[src/rtl/conv_layer_sequencer_pkg.sv]
// Shared definitions for the conv layer sequencer: state encoding, datapath
// constants and the output-tile channel mask helper.
package conv_layer_sequencer_pkg;

    localparam int INT_WIDTH  = 32;
    localparam int K_CHANNELS = 6;
    localparam int MAX_K      = 32;

    typedef enum logic [2:0] {
        ST_IDLE,
        ST_CHECK,
        ST_ROW_START,
        ST_ROW_WAIT,
        ST_PASS_SETUP,
        ST_DRAIN,
        ST_DONE
    } seq_state_e;

    // Mask with min(live, k) low bits set; callers truncate to their own K.
    function automatic logic [MAX_K-1:0] tile_mask(input int unsigned live,
                                                   input int unsigned k);
        int unsigned      n;
        logic [MAX_K-1:0] m;
        n = (live < k) ? live : k;
        m = '0;
        for (int unsigned i = 0; i < MAX_K; i++) begin
            m[i] = (i < n);
        end
        return m;
    endfunction

endpackage

[src/rtl/conv_layer_sequencer_seq_loop_counters.sv]
// Row / input-channel / output-tile loop counters with terminal flags,
// the live-channel mask of the current tile and the weight base accumulator.
module conv_layer_sequencer_seq_loop_counters #(
    parameter int PTR_WIDTH  = conv_layer_sequencer_pkg::INT_WIDTH,
    parameter int CH_W       = 16,
    parameter int K_CHANNELS = conv_layer_sequencer_pkg::K_CHANNELS,
    parameter int WADDR_W    = 16,
    parameter int TILE_W     = 8
) (
    input  logic                  clk_i,
    input  logic                  rst_async_n_i,
    input  logic                  clear_i,
    input  logic                  load_i,
    input  logic                  row_inc_i,
    input  logic                  pass_adv_i,
    input  logic                  tile_adv_i,
    input  logic [PTR_WIDTH-1:0]  cfg_img_h_i,
    input  logic [3:0]            cfg_kernel_r_i,
    input  logic [CH_W-1:0]       cfg_num_in_ch_i,
    input  logic [CH_W-1:0]       cfg_num_out_ch_i,
    input  logic [WADDR_W-1:0]    cfg_wt_pass_stride_i,
    output logic                  row_last_o,
    output logic [CH_W-1:0]       in_ch_o,
    output logic                  in_ch_last_o,
    output logic [TILE_W-1:0]     tile_o,
    output logic                  tile_last_o,
    output logic [K_CHANNELS-1:0] tile_mask_o,
    output logic [WADDR_W-1:0]    wt_base_o
);
    import conv_layer_sequencer_pkg::*;

    logic [PTR_WIDTH-1:0]  row_q;
    logic [PTR_WIDTH-1:0]  rows_total_q;
    logic [CH_W-1:0]       in_ch_q;
    logic [CH_W-1:0]       out_rem_q;
    logic [TILE_W-1:0]     tile_q;
    logic [K_CHANNELS-1:0] mask_q;
    logic [WADDR_W-1:0]    wt_base_q;
    logic [K_CHANNELS-1:0] load_mask;
    logic [K_CHANNELS-1:0] next_mask;

    // NOTE: combinational blocks use blocking '=' and assign every output on every path, so no latch is inferred.
    always_comb begin
        load_mask = K_CHANNELS'(tile_mask(32'(cfg_num_out_ch_i), K_CHANNELS));
        next_mask = K_CHANNELS'(tile_mask(32'(out_rem_q - CH_W'(K_CHANNELS)), K_CHANNELS));
    end

    // Remaining output channels shrink by K per tile: the ceil(out/K) tile
    // count falls out of subtract-compare without ever dividing.
    // NOTE: sequential state uses non-blocking '<=' so every register samples pre-edge values.
    always_ff @(posedge clk_i or negedge rst_async_n_i) begin
        if (!rst_async_n_i) begin
            row_q        <= '0;
            rows_total_q <= '0;
            in_ch_q      <= '0;
            out_rem_q    <= '0;
            tile_q       <= '0;
            mask_q       <= '0;
            wt_base_q    <= '0;
        end else if (clear_i) begin
            row_q        <= '0;
            rows_total_q <= '0;
            in_ch_q      <= '0;
            out_rem_q    <= '0;
            tile_q       <= '0;
            mask_q       <= '0;
            wt_base_q    <= '0;
        end else if (load_i) begin
            row_q        <= '0;
            rows_total_q <= cfg_img_h_i - PTR_WIDTH'(cfg_kernel_r_i) + PTR_WIDTH'(1);
            in_ch_q      <= '0;
            out_rem_q    <= cfg_num_out_ch_i;
            tile_q       <= '0;
            mask_q       <= load_mask;
            wt_base_q    <= '0;
        end else if (tile_adv_i) begin
            row_q        <= '0;
            in_ch_q      <= '0;
            out_rem_q    <= out_rem_q - CH_W'(K_CHANNELS);
            tile_q       <= tile_q + TILE_W'(1);
            mask_q       <= next_mask;
            wt_base_q    <= wt_base_q + cfg_wt_pass_stride_i;
        end else if (pass_adv_i) begin
            row_q        <= '0;
            in_ch_q      <= in_ch_q + CH_W'(1);
            wt_base_q    <= wt_base_q + cfg_wt_pass_stride_i;
        end else if (row_inc_i) begin
            row_q        <= row_q + PTR_WIDTH'(1);
        end
    end

    assign row_last_o   = ((row_q + PTR_WIDTH'(1)) == rows_total_q);
    assign in_ch_last_o = (in_ch_q == (cfg_num_in_ch_i - CH_W'(1)));
    assign tile_last_o  = (out_rem_q <= CH_W'(K_CHANNELS));
    assign in_ch_o      = in_ch_q;
    assign tile_o       = tile_q;
    assign tile_mask_o  = mask_q;
    assign wt_base_o    = wt_base_q;

endmodule

[src/rtl/conv_layer_sequencer.sv]
// Layer-level sequencer for the systolic conv datapath: walks output tiles,
// input-channel passes and output rows, handshaking each row with the ARR.
module conv_layer_sequencer #(
    parameter int PTR_WIDTH  = conv_layer_sequencer_pkg::INT_WIDTH,
    parameter int CH_W       = 16,
    parameter int K_CHANNELS = conv_layer_sequencer_pkg::K_CHANNELS,
    parameter int WADDR_W    = 16,
    parameter int TILE_W     = 8
) (
    input  logic                  clk_i,
    input  logic                  rst_async_n_i,
    input  logic                  start_i,
    input  logic                  abort_i,
    input  logic [PTR_WIDTH-1:0]  cfg_img_h_i,
    input  logic [3:0]            cfg_kernel_r_i,
    input  logic [CH_W-1:0]       cfg_num_in_ch_i,
    input  logic [CH_W-1:0]       cfg_num_out_ch_i,
    input  logic [WADDR_W-1:0]    cfg_wt_pass_stride_i,
    input  logic                  row_done_i,
    input  logic                  rh_idle_i,
    output logic                  row_start_o,
    output logic                  ib_rst_o,
    output logic [CH_W-1:0]       in_ch_sel_o,
    output logic [TILE_W-1:0]     tile_idx_o,
    output logic [K_CHANNELS-1:0] tile_valid_ch_o,
    output logic [WADDR_W-1:0]    wt_base_o,
    output logic                  last_pass_o,
    output logic                  busy_o,
    output logic                  done_o,
    output logic                  err_o
);
    import conv_layer_sequencer_pkg::*;

    seq_state_e state_q;

    logic [PTR_WIDTH-1:0] img_h_q;
    logic [3:0]           kernel_r_q;
    logic [CH_W-1:0]      num_in_ch_q;
    logic [CH_W-1:0]      num_out_ch_q;
    logic [WADDR_W-1:0]   stride_q;

    logic abort_act;
    logic cfg_err;
    logic single_pass;
    logic ctr_clear;
    logic ctr_load;
    logic ctr_row_inc;
    logic ctr_pass_adv;
    logic ctr_tile_adv;
    logic row_last;
    logic in_ch_last;
    logic tile_last;

    // Counter strobes fire on the same edge as the matching state transition.
    always_comb begin
        abort_act    = abort_i && (state_q != ST_IDLE);
        cfg_err      = (num_in_ch_q == '0) || (num_out_ch_q == '0) || (kernel_r_q == '0) ||
                       (PTR_WIDTH'(kernel_r_q) > img_h_q);
        single_pass  = (num_in_ch_q == CH_W'(1));
        ctr_clear    = abort_act || (state_q == ST_DONE);
        ctr_load     = !abort_act && (state_q == ST_CHECK) && !cfg_err;
        ctr_row_inc  = !abort_act && (state_q == ST_ROW_WAIT) && row_done_i;
        ctr_pass_adv = ctr_row_inc && row_last && !in_ch_last;
        ctr_tile_adv = !abort_act && (state_q == ST_DRAIN) && rh_idle_i && !tile_last;
    end

    // NOTE: the shadow config is async-reset with the FSM so nothing is X after reset.
    always_ff @(posedge clk_i or negedge rst_async_n_i) begin
        if (!rst_async_n_i) begin
            state_q      <= ST_IDLE;
            img_h_q      <= '0;
            kernel_r_q   <= '0;
            num_in_ch_q  <= '0;
            num_out_ch_q <= '0;
            stride_q     <= '0;
            row_start_o  <= 1'b0;
            ib_rst_o     <= 1'b0;
            last_pass_o  <= 1'b0;
            busy_o       <= 1'b0;
            done_o       <= 1'b0;
            err_o        <= 1'b0;
        end else begin
            row_start_o <= 1'b0;
            ib_rst_o    <= 1'b0;
            done_o      <= 1'b0;
            last_pass_o <= 1'b0;
            if (abort_act) begin
                state_q  <= ST_IDLE;
                ib_rst_o <= 1'b1;
                busy_o   <= 1'b0;
            end else begin
                case (state_q)
                    ST_IDLE: begin
                        if (start_i) begin
                            img_h_q      <= cfg_img_h_i;
                            kernel_r_q   <= cfg_kernel_r_i;
                            num_in_ch_q  <= cfg_num_in_ch_i;
                            num_out_ch_q <= cfg_num_out_ch_i;
                            stride_q     <= cfg_wt_pass_stride_i;
                            err_o        <= 1'b0;
                            busy_o       <= 1'b1;
                            state_q      <= ST_CHECK;
                        end
                    end
                    ST_CHECK: begin
                        if (cfg_err) begin
                            err_o   <= 1'b1;
                            busy_o  <= 1'b0;
                            state_q <= ST_IDLE;
                        end else begin
                            row_start_o <= 1'b1;
                            last_pass_o <= single_pass;
                            state_q     <= ST_ROW_START;
                        end
                    end
                    ST_ROW_START: begin
                        last_pass_o <= in_ch_last;
                        state_q     <= ST_ROW_WAIT;
                    end
                    ST_ROW_WAIT: begin
                        if (!row_done_i) begin
                            last_pass_o <= in_ch_last;
                        end else if (!row_last) begin
                            row_start_o <= 1'b1;
                            last_pass_o <= in_ch_last;
                            state_q     <= ST_ROW_START;
                        end else if (!in_ch_last) begin
                            ib_rst_o <= 1'b1;
                            state_q  <= ST_PASS_SETUP;
                        end else begin
                            last_pass_o <= 1'b1;
                            state_q     <= ST_DRAIN;
                        end
                    end
                    ST_PASS_SETUP: begin
                        // in_ch already advanced on entry, so in_ch_last is current.
                        row_start_o <= 1'b1;
                        last_pass_o <= in_ch_last;
                        state_q     <= ST_ROW_START;
                    end
                    ST_DRAIN: begin
                        if (!rh_idle_i) begin
                            last_pass_o <= in_ch_last;
                        end else if (!tile_last) begin
                            ib_rst_o    <= 1'b1;
                            row_start_o <= 1'b1;
                            last_pass_o <= single_pass;
                            state_q     <= ST_ROW_START;
                        end else begin
                            ib_rst_o <= 1'b1;
                            done_o   <= 1'b1;
                            state_q  <= ST_DONE;
                        end
                    end
                    ST_DONE: begin
                        busy_o  <= 1'b0;
                        state_q <= ST_IDLE;
                    end
                    default: begin
                        busy_o  <= 1'b0;
                        state_q <= ST_IDLE;
                    end
                endcase
            end
        end
    end

    conv_layer_sequencer_seq_loop_counters #(
        .PTR_WIDTH  (PTR_WIDTH),
        .CH_W       (CH_W),
        .K_CHANNELS (K_CHANNELS),
        .WADDR_W    (WADDR_W),
        .TILE_W     (TILE_W)
    ) u_seq_loop_counters (
        .clk_i                (clk_i),
        .rst_async_n_i        (rst_async_n_i),
        .clear_i              (ctr_clear),
        .load_i               (ctr_load),
        .row_inc_i            (ctr_row_inc),
        .pass_adv_i           (ctr_pass_adv),
        .tile_adv_i           (ctr_tile_adv),
        .cfg_img_h_i          (img_h_q),
        .cfg_kernel_r_i       (kernel_r_q),
        .cfg_num_in_ch_i      (num_in_ch_q),
        .cfg_num_out_ch_i     (num_out_ch_q),
        .cfg_wt_pass_stride_i (stride_q),
        .row_last_o           (row_last),
        .in_ch_o              (in_ch_sel_o),
        .in_ch_last_o         (in_ch_last),
        .tile_o               (tile_idx_o),
        .tile_last_o          (tile_last),
        .tile_mask_o          (tile_valid_ch_o),
        .wt_base_o            (wt_base_o)
    );

endmodule

[config.mk]
export PLATFORM = sky130hd
export DESIGN_NAME = conv_layer_sequencer
export DESIGN_NICKNAME = d
export VERILOG_FILES = /design/src/rtl/conv_layer_sequencer_pkg.sv /design/src/rtl/conv_layer_sequencer_seq_loop_counters.sv /design/src/rtl/conv_layer_sequencer.sv
export SDC_FILE = /design/constraint.sdc
export NUM_CORES = 1
export LEC_CHECK = 0
export CAP_MARGIN = 20
export CORE_MARGIN = 2
export CORE_UTILIZATION = 50
export DETAILED_ROUTE_END_ITERATION = 16
export HOLD_SLACK_MARGIN = 0.08
export PLACE_DENSITY = 0.71
export SYNTH_ARGS = -nofsm -noshare
export SYNTH_HDL_FRONTEND = slang
export SYNTH_SLANG_ARGS = --single-unit
[constraint.sdc]
create_clock -name clk_i -period 7.6 [get_ports clk_i]
set_clock_uncertainty 0.2 [all_clocks]
set_input_delay 1.14 -clock clk_i [delete_from_list [all_inputs] [get_ports clk_i]]
set_output_delay 1.14 -clock clk_i [all_outputs]
set_load 0.1 [all_outputs]
==> Yosys cells after proc, flatten, opt, wreduce, memory -nomap -nowiden <==
Index checks and enable logic that the tools add are counted.
{ "op_classes": {"add_sub_neg": 9, "n_mux": 67, "n_eq_ne": 16, "reduce_logical": 34, "bitwise": 1, "order_cmp": 16} }
{ "ops": {"columns": ["op", "n"], "rows": [
  ["$mux W32", 8],
  ["$mux W16", 12],
  ["$lt A1 B32 Y1 const A", 4],
  ["$lt A2 B32 Y1 const A", 4],
  ["$lt A3 B32 Y1 const A", 4],
  ["$add A32 B1 Y32 const B", 2],
  ["$eq A32 B32 Y1", 1],
  ["$gt A4 B32 Y1", 1],
  ["$logic_not A16 Y1", 2],
  ["$lt A32 B3 Y1 const B", 1],
  ["$sub A32 B4 Y32", 1],
  ["$mux W1", 28],
  ["$mux W8", 3],
  ["$mux W3", 6],
  ["$mux W6", 3],
  ["$pmux W3 S6", 1],
  ["$sub A16 B3 Y17 const B", 1],
  ["$add A16 B1 Y16 const B", 1],
  ["$add A16 B16 Y16", 1],
  ["$eq A16 B1 Y1 const B", 1],
  ["$eq A16 B16 Y1", 1],
  ["$le A16 B3 Y1 const B", 1],
  ["$lt A16 B3 Y1 const B", 1],
  ["$sub A16 B1 Y16 const B", 1],
  ["other kinds (26)", 54]
]} }
{ "totals": {"regBits": 219, "output_inout_bits": 52, "word_cells": 162} }

==> Longest topological paths before layout <==
{ "depth": {"word_depth": 11, "ltp_mapped": 15} }

==> Hierarchy <==
A second synthesis with hierarchy kept.
{ "unflattened": {"cells_unflattened": 1500, "area_unflattened_um2": 13774.5} }
{ "by_module_without_submodules": {"columns": ["module", "instances", "cells_each", "seq_area_each_um2", "area_each_um2"], "rows": [
  ["conv_layer_sequencer_seq_loop_counters", 1, 1168, 3153.0, 9756.9],
  ["conv_layer_sequencer", 1, 332, 2327.2, 4017.6]
]} }

==> Worst setup path after synthesis <==
No wires, ideal clock.
{ "synth_path": {"path_kind": "register to register", "from": "register u_seq_loop_counters.wt_base_q[0] (netlist: u_seq_loop_counters.wt_base_o[0])", "to": "register u_seq_loop_counters.wt_base_q[14] (netlist: u_seq_loop_counters.wt_base_o[14])", "t_required_ps": 7265, "setup_ps": 135, "path_stages_with_launch": 13, "n_path_buf": 0, "t_arrival_ps": 3381, "period_less_slack_ps": 3715, "slack_ps": 3885, "cell_sequence": "dfrtp_1 > ha_1 > fa_1 > a21o_1 > a21o_1 > a2111oi_0 > o31ai_1 > o21a_1 > o21ai_0 > nand2b_1 > a31oi_1 > xor2_1 > o31ai_1"} }
{ "synth_via": {"elab_chain_len": 5} }
{ "synth_rtl": {"columns": ["element", "line_no", "text"], "rows": [
  ["from (decl)", "conv_layer_sequencer_seq_loop_counters.sv:38", "logic [WADDR_W-1:0] wt_base_q;"],
  ["from (signal assigned)", "conv_layer_sequencer_seq_loop_counters.sv:82", "wt_base_q <= wt_base_q + cfg_wt_pass_stride_i;"],
  ["from (signal assigned)", "conv_layer_sequencer_seq_loop_counters.sv:86", "wt_base_q <= wt_base_q + cfg_wt_pass_stride_i;"],
  ["$add A16 B16 Y16 (*)", "conv_layer_sequencer_seq_loop_counters.sv:82, conv_layer_sequencer_seq_loop_counters.sv:86", null],
  ["$mux W16", "conv_layer_sequencer_seq_loop_counters.sv:83", "end else if (pass_adv_i) begin"],
  ["$mux W16 (*)", "conv_layer_sequencer_seq_loop_counters.sv:76", "end else if (tile_adv_i) begin"],
  ["$mux W16 (*)", "conv_layer_sequencer_seq_loop_counters.sv:68", "end else if (load_i) begin"],
  ["$mux W16 (*)", "conv_layer_sequencer_seq_loop_counters.sv:60", "end else if (clear_i) begin"]
]} }
Every way passes the cells marked *; elsewhere a longest branch is shown, timed or not. The select of a mux whose other input is x is not followed.
A chain may end at the register's enable or synchronous reset.

==> Worst setup path in the final report <==
{ "layout_path": {"from": "input port abort_i", "to": "register u_seq_loop_counters.row_q[17]"} }
{ "layout_via": {"elab_chain_len": 10, "word_cells_on_any_way": 17, "cone_classes": "4 x mux; 13 x reduce/logical"} }
{ "layout_rtl": {"columns": ["element", "line_no", "text"], "rows": [
  ["from (decl)", "conv_layer_sequencer.sv:13", "input logic abort_i,"],
  ["$logic_and A1 B1 Y1 (*)", "conv_layer_sequencer.sv:56", "abort_act = abort_i && (state_q != ST_IDLE);"],
  ["$logic_not A1 Y1", "conv_layer_sequencer.sv:61, conv_layer_sequencer.sv:62, conv_layer_sequencer.sv:64", null],
  ["$logic_and A1 B1 Y1 (2 in series)", "conv_layer_sequencer.sv:62", "ctr_row_inc = !abort_act && (state_q == ST_ROW_WAIT) && row_done_i;"],
  ["$logic_and A1 B1 Y1 (2 in series)", "conv_layer_sequencer.sv:63", "ctr_pass_adv = ctr_row_inc && row_last && !in_ch_last;"],
  ["$mux W32", "conv_layer_sequencer_seq_loop_counters.sv:83", null],
  ["$mux W32", "conv_layer_sequencer_seq_loop_counters.sv:76", null],
  ["$mux W32", "conv_layer_sequencer_seq_loop_counters.sv:68", null],
  ["$mux W32", "conv_layer_sequencer_seq_loop_counters.sv:60", null],
  ["to (signal assigned)", "conv_layer_sequencer_seq_loop_counters.sv:88", "row_q <= row_q + PTR_WIDTH'(1);"],
  ["to (decl)", "conv_layer_sequencer_seq_loop_counters.sv:32", "logic [PTR_WIDTH-1:0] row_q;"]
]} }
Every way passes the cells marked *; elsewhere a longest branch is shown, timed or not.

==> impl_metrics.prom <==
# TYPE chip_impl_metric gauge
chip_impl_info{name="critPathLaunchType",value="input pin"} 1
chip_impl_info{name="post-synth-top-area-cell",value="sky130_fd_sc_hd__dfrtp_1"} 1
chip_impl_metric{name="final_count_of_negative_setup_slack_endpoints",unit=""} 0
chip_impl_metric{name="die-area",unit="sq um"} 29900
chip_impl_metric{name="routed_wire_length_per_instance",unit="microns"} 18.2
chip_impl_info{name="rsz0062_at_grt",value="no"} 1
chip_impl_metric{name="synth_simple_gate_area_share",unit=""} 0.252
chip_impl_metric{name="synth.area.mux_share",unit=""} 0.00719
chip_impl_metric{name="count_of_flip_flops_with_a_built_in_enable_after_synthesis",unit=""} 0
chip_impl_info{name="rr_startpoint",value="u_seq_loop_counters.row_q[0]"} 1
chip_impl_metric{name="detailroute.via_count",unit=""} 12900
chip_impl_metric{name="reg2reg_depth",unit=""} 12
chip_impl_metric{name="grt_first_pass_wirelength",unit="mm"} 64.6
chip_impl_metric{name="synth.lib_cells_used.distinct",unit=""} 78
chip_impl_metric{name="vdd.ir_drop.worst",unit="uV"} 436
chip_impl_metric{name="regToRegSetupSlack",unit="ps"} 3150
chip_impl_metric{name="grt_max_degree",unit=""} 97
chip_impl_metric{name="max_fo_critical_path",unit=""} 22
chip_impl_metric{name="max_cap_violations",unit=""} 0
chip_impl_info{name="status",value="finished clean"} 1
chip_impl_info{name="termination_of_the_worst_setup_path",value="u_seq_loop_counters.row_q[17]"} 1
chip_impl_metric{name="drive_gt1_frac",unit=""} 0.0482
chip_impl_metric{name="synthesis.instances",unit=""} 1712
chip_impl_metric{name="detail-route-antenna-nets",unit=""} 0
chip_impl_metric{name="synth_area_in_adders",unit=""} 0.0695
chip_impl_info{name="path_delay_family",value="compound AO/OA/AOI/OAI gates"} 1
chip_impl_metric{name="leakage",unit="nW"} 7.20
chip_impl_metric{name="finalHoldWorstSlack",unit="ps"} 276
chip_impl_metric{name="slew_of_the_pin_with_the_lowest_slew_margin",unit="ps"} 1040
chip_impl_metric{name="finish.cell_count_without_fillers",unit=""} 2204
chip_impl_metric{name="cts.htree.levels",unit=""} 1
chip_impl_metric{name="layout.cell_area.non_filler",unit="sq um"} 16900
chip_impl_info{name="tritoncts",value="built"} 1
chip_impl_metric{name="core-area",unit="sq um"} 27900
chip_impl_metric{name="drt_first_iter_violations",unit=""} 1117
chip_impl_metric{name="grt_pass1_vias",unit=""} 12100
chip_impl_metric{name="die_h",unit="microns"} 173
chip_impl_metric{name="async_flop_share",unit=""} 1.00
chip_impl_metric{name="synth-compound-area-share",unit=""} 0.170
chip_impl_metric{name="path_depth",unit=""} 9
chip_impl_metric{name="number_of_sinks_driven_by_the_clock_tree",unit=""} 219
chip_impl_metric{name="hpwlAfterDp",unit="mm"} 28.9
chip_impl_metric{name="data_required_time_at_the_worst_endpoint",unit="ps"} 7800
chip_impl_metric{name="timing.max_slew.rel_slack",unit=""} 0.306
chip_impl_metric{name="post_cts_resize_count",unit=""} 0
chip_impl_metric{name="tns",unit="ps"} 0
chip_impl_metric{name="gp_congestion",unit=""} 0.965
chip_impl_metric{name="inserted_clock_buffers",unit=""} 27
chip_impl_metric{name="diodes_inserted",unit=""} 0
chip_impl_info{name="worstSetupEndpointType",value="register"} 1
chip_impl_metric{name="arrival",unit="ps"} 4700
chip_impl_metric{name="cp.buffers_inverters",unit=""} 2
chip_impl_metric{name="finalHoldViolations",unit=""} 0
chip_impl_info{name="hp-start",value="stride_q[4]"} 1
chip_impl_metric{name="routed_wl",unit="mm"} 40.2
chip_impl_metric{name="vias_per_cell",unit=""} 5.84
chip_impl_info{name="largest_family_of_logic_cells_by_synthesized_area",value="simple AND/OR/NAND/NOR gates"} 1
chip_impl_metric{name="power_density",unit="nW/um^2"} 447
chip_impl_metric{name="cts_hold_buffers",unit=""} 0
chip_impl_metric{name="drcViolationCount",unit=""} 0
chip_impl_info{name="netlist_top_cells_count",value="317 x sky130_fd_sc_hd__nand2_1, 219 x sky130_fd_sc_hd__dfrtp_1, 127 x sky130_fd_sc_hd__nor2_1, 119 x sky130_fd_sc_hd__o21ai_0, 89 x sky130_fd_sc_hd__a21oi_1"} 1
chip_impl_metric{name="max_clock_freq",unit="MHz"} 222
chip_impl_metric{name="io-pin-count",unit=""} 142
chip_impl_info{name="dominantRegCellSynth",value="sky130_fd_sc_hd__dfrtp_1"} 1
chip_impl_metric{name="post-layout-total-power",unit="mW"} 7.57
chip_impl_metric{name="number_of_buffers_between_clock_root_and_the_deepest_sink",unit=""} 3
chip_impl_metric{name="numnets_final",unit=""} 1975
chip_impl_metric{name="floorplan.initialDensity",unit=""} 0.511
chip_impl_metric{name="layout_area_overhead",unit="%"} 18.5
chip_impl_metric{name="cell_row_count",unit=""} 61
chip_impl_info{name="critPathKind",value="input pin to register"} 1
chip_impl_metric{name="period_minus_slack",unit="ps"} 4500
chip_impl_metric{name="die_width",unit="microns"} 173
chip_impl_metric{name="grt_overflow",unit=""} 0
chip_impl_metric{name="clock_latency",unit="ps"} 550
chip_impl_info{name="clock_tree.root_cell",value="sky130_fd_sc_hd__clkbuf_16"} 1
chip_impl_metric{name="fill_cells",unit=""} 2485
chip_impl_metric{name="clkSlewWorstSetupHoldPaths",unit="ps"} 60
chip_impl_metric{name="first_pass_iters",unit=""} 6
chip_impl_metric{name="setup_ws",unit="ps"} 3100
chip_impl_metric{name="number_of_antenna_violations_at_the_first_check_in_global_routing",unit=""} 0
chip_impl_metric{name="place.port_buffers",unit=""} 141
chip_impl_metric{name="yosys_warnings",unit=""} 0
chip_impl_metric{name="finalCritPeriodShare",unit=""} 0.592
chip_impl_info{name="cp_slowest_cell",value="sky130_fd_sc_hd__a22oi_1"} 1
chip_impl_info{name="timing.critical_path.cells",value="clkdlybuf4s50_1 > a21o_1 > a22oi_1 > nand2_1 > nor2_1 > buf_4 > nand2_1 > a31oi_1 > a31oi_1"} 1
chip_impl_metric{name="finish.utilization",unit=""} 0.605
chip_impl_info{name="timing.hold.worst.class",value="register to register"} 1
chip_impl_metric{name="grt_use_total",unit=""} 0.261
chip_impl_metric{name="dp.cells",unit=""} 2155
chip_impl_metric{name="cts_setup_buffers",unit=""} 0
chip_impl_metric{name="placed_cell_area",unit="sq um"} 15900
chip_impl_metric{name="mappedNetlistArea",unit="sq um"} 14300
chip_impl_info{name="netlist_top_cells_area",value="sky130_fd_sc_hd__dfrtp_1 38%, sky130_fd_sc_hd__nand2_1 8.3%, sky130_fd_sc_hd__ha_1 6.7%"} 1
chip_impl_metric{name="synthesis.area_per_instance",unit="sq um"} 8.33
chip_impl_metric{name="slew_violations",unit=""} 0
chip_impl_info{name="setup.worst_path.start",value="abort_i"} 1
chip_impl_metric{name="place_worst_setup_slack",unit="ps"} 2610
chip_impl_metric{name="synth-seq-area-share",unit=""} 0.384
chip_impl_metric{name="synth_seq_cells",unit=""} 219
chip_impl_metric{name="post_synthesis_xor_xnor_area_fraction",unit=""} 0.0718
chip_impl_metric{name="postSynthNetCount",unit=""} 1880
chip_impl_metric{name="cpPeakStageDelay",unit="ps"} 780
chip_impl_info{name="reg2reg_to",value="u_seq_loop_counters.wt_base_o[13]"} 1
chip_impl_metric{name="synth_top_cell_area_share",unit=""} 0.384
chip_impl_info{name="synth.most_common_cell",value="sky130_fd_sc_hd__nand2_1"} 1
[power breakdown]
group / internal, mW / switching [mW] / leakage (nW)
clock network: 0.879 / 0.525 / 0.480
registers: 1.58 / 0.440 / 2.83
logic: 1.56 / 2.58 / 3.89
total: 4.02 / 3.54 / 7.20
[how the worst min path moves through the flow]
stage	to	slack, ps	depth (start not counted)
2_1_floorplan	stride_q[0]	250	2
3_3_place_gp	stride_q[5]	270	2
3_5_place_dp	stride_q[4]	270	2
4_1_cts	stride_q[4]	280	2
5_1_grt	stride_q[8]	300	2
6_report	stride_q[4]	280	2
[logic make-up after synthesis]
family,Yosys count
compound gates,385
xor+xnor,117
fa+ha+maj,78
buf+inv,166
flops,219
mux,10
simple gates,737
[final cells by class]
| cell class | instances | area [sq um] | area share |
|---|---|---|---|
| Multi-Input combinational cell | 1327 | 8160 | 0.482 |
| Timing Repair Buffer | 154 | 1530 | 0.0907 |
| Clock buffer | 36 | 769 | 0.0455 |
| Clock inverter | 12 | 203 | 0.0120 |
| Sequential cell | 219 | 5480 | 0.324 |
| Inverter | 78 | 293 | 0.0173 |
| Tap cell | 378 | 473 | 0.0280 |
[cells in the final DEF (no fill, tap or decap), types with 9 or more instances in the layout]
master,count
sky130_fd_sc_hd__o21bai_1,9
sky130_fd_sc_hd__or4_1,15
sky130_fd_sc_hd__o21ai_0,118
sky130_fd_sc_hd__clkbuf_16,27
sky130_fd_sc_hd__nand2_1,317
sky130_fd_sc_hd__and2_1,12
sky130_fd_sc_hd__ha_1,76
sky130_fd_sc_hd__a31oi_1,15
sky130_fd_sc_hd__xor2_1,35
sky130_fd_sc_hd__nor4_1,20
sky130_fd_sc_hd__nand2b_1,16
sky130_fd_sc_hd__buf_4,12
sky130_fd_sc_hd__o31ai_1,27
sky130_fd_sc_hd__nand4_1,36
sky130_fd_sc_hd__inv_1,78
sky130_fd_sc_hd__a21o_1,18
sky130_fd_sc_hd__clkdlybuf4s50_1,140
sky130_fd_sc_hd__nor2_1,126
sky130_fd_sc_hd__nor2b_1,9
sky130_fd_sc_hd__nor3_1,45
sky130_fd_sc_hd__a21oi_1,89
sky130_fd_sc_hd__or3_1,33
sky130_fd_sc_hd__o211ai_1,10
sky130_fd_sc_hd__xnor2_1,82
sky130_fd_sc_hd__nand3_1,41
sky130_fd_sc_hd__a211oi_1,33
sky130_fd_sc_hd__dfrtp_1,219
[worst min-delay path, stage by stage, from the launching register on]
cell,delay (ps)
sky130_fd_sc_hd__dfrtp_1,340
sky130_fd_sc_hd__nand2_1,50
sky130_fd_sc_hd__nand2_1,50
[registers in the layout, summed over array words and instances (netlist names)]
name                              cells
u_seq_loop_counters.tile_mask_o       6
u_seq_loop_counters.row_q            32
done_o                                1
kernel_r_q                            4
u_seq_loop_counters.rows_total_q     32
num_in_ch_q                          16
err_o                                 1
busy_o                                1
img_h_q                              32
ib_rst_o                              1
num_out_ch_q                         16
stride_q                             16
last_pass_o                           1
u_seq_loop_counters.out_rem_q        16
u_seq_loop_counters.wt_base_o        16
u_seq_loop_counters.in_ch_o          16
row_start_o                           1
u_seq_loop_counters.tile_o            8
state_q                               3
[metal layers]
metal	global-route usage	up-vias	share of wire
li1	-	6215	-
met1	0.380	6141	0.46
met2	0.410	441	0.45
met3	0.0396	64	0.071
met4	0.0611	0	0.019
met5	0	-	0
Note: power is estimated with default switching activity, not from simulation.
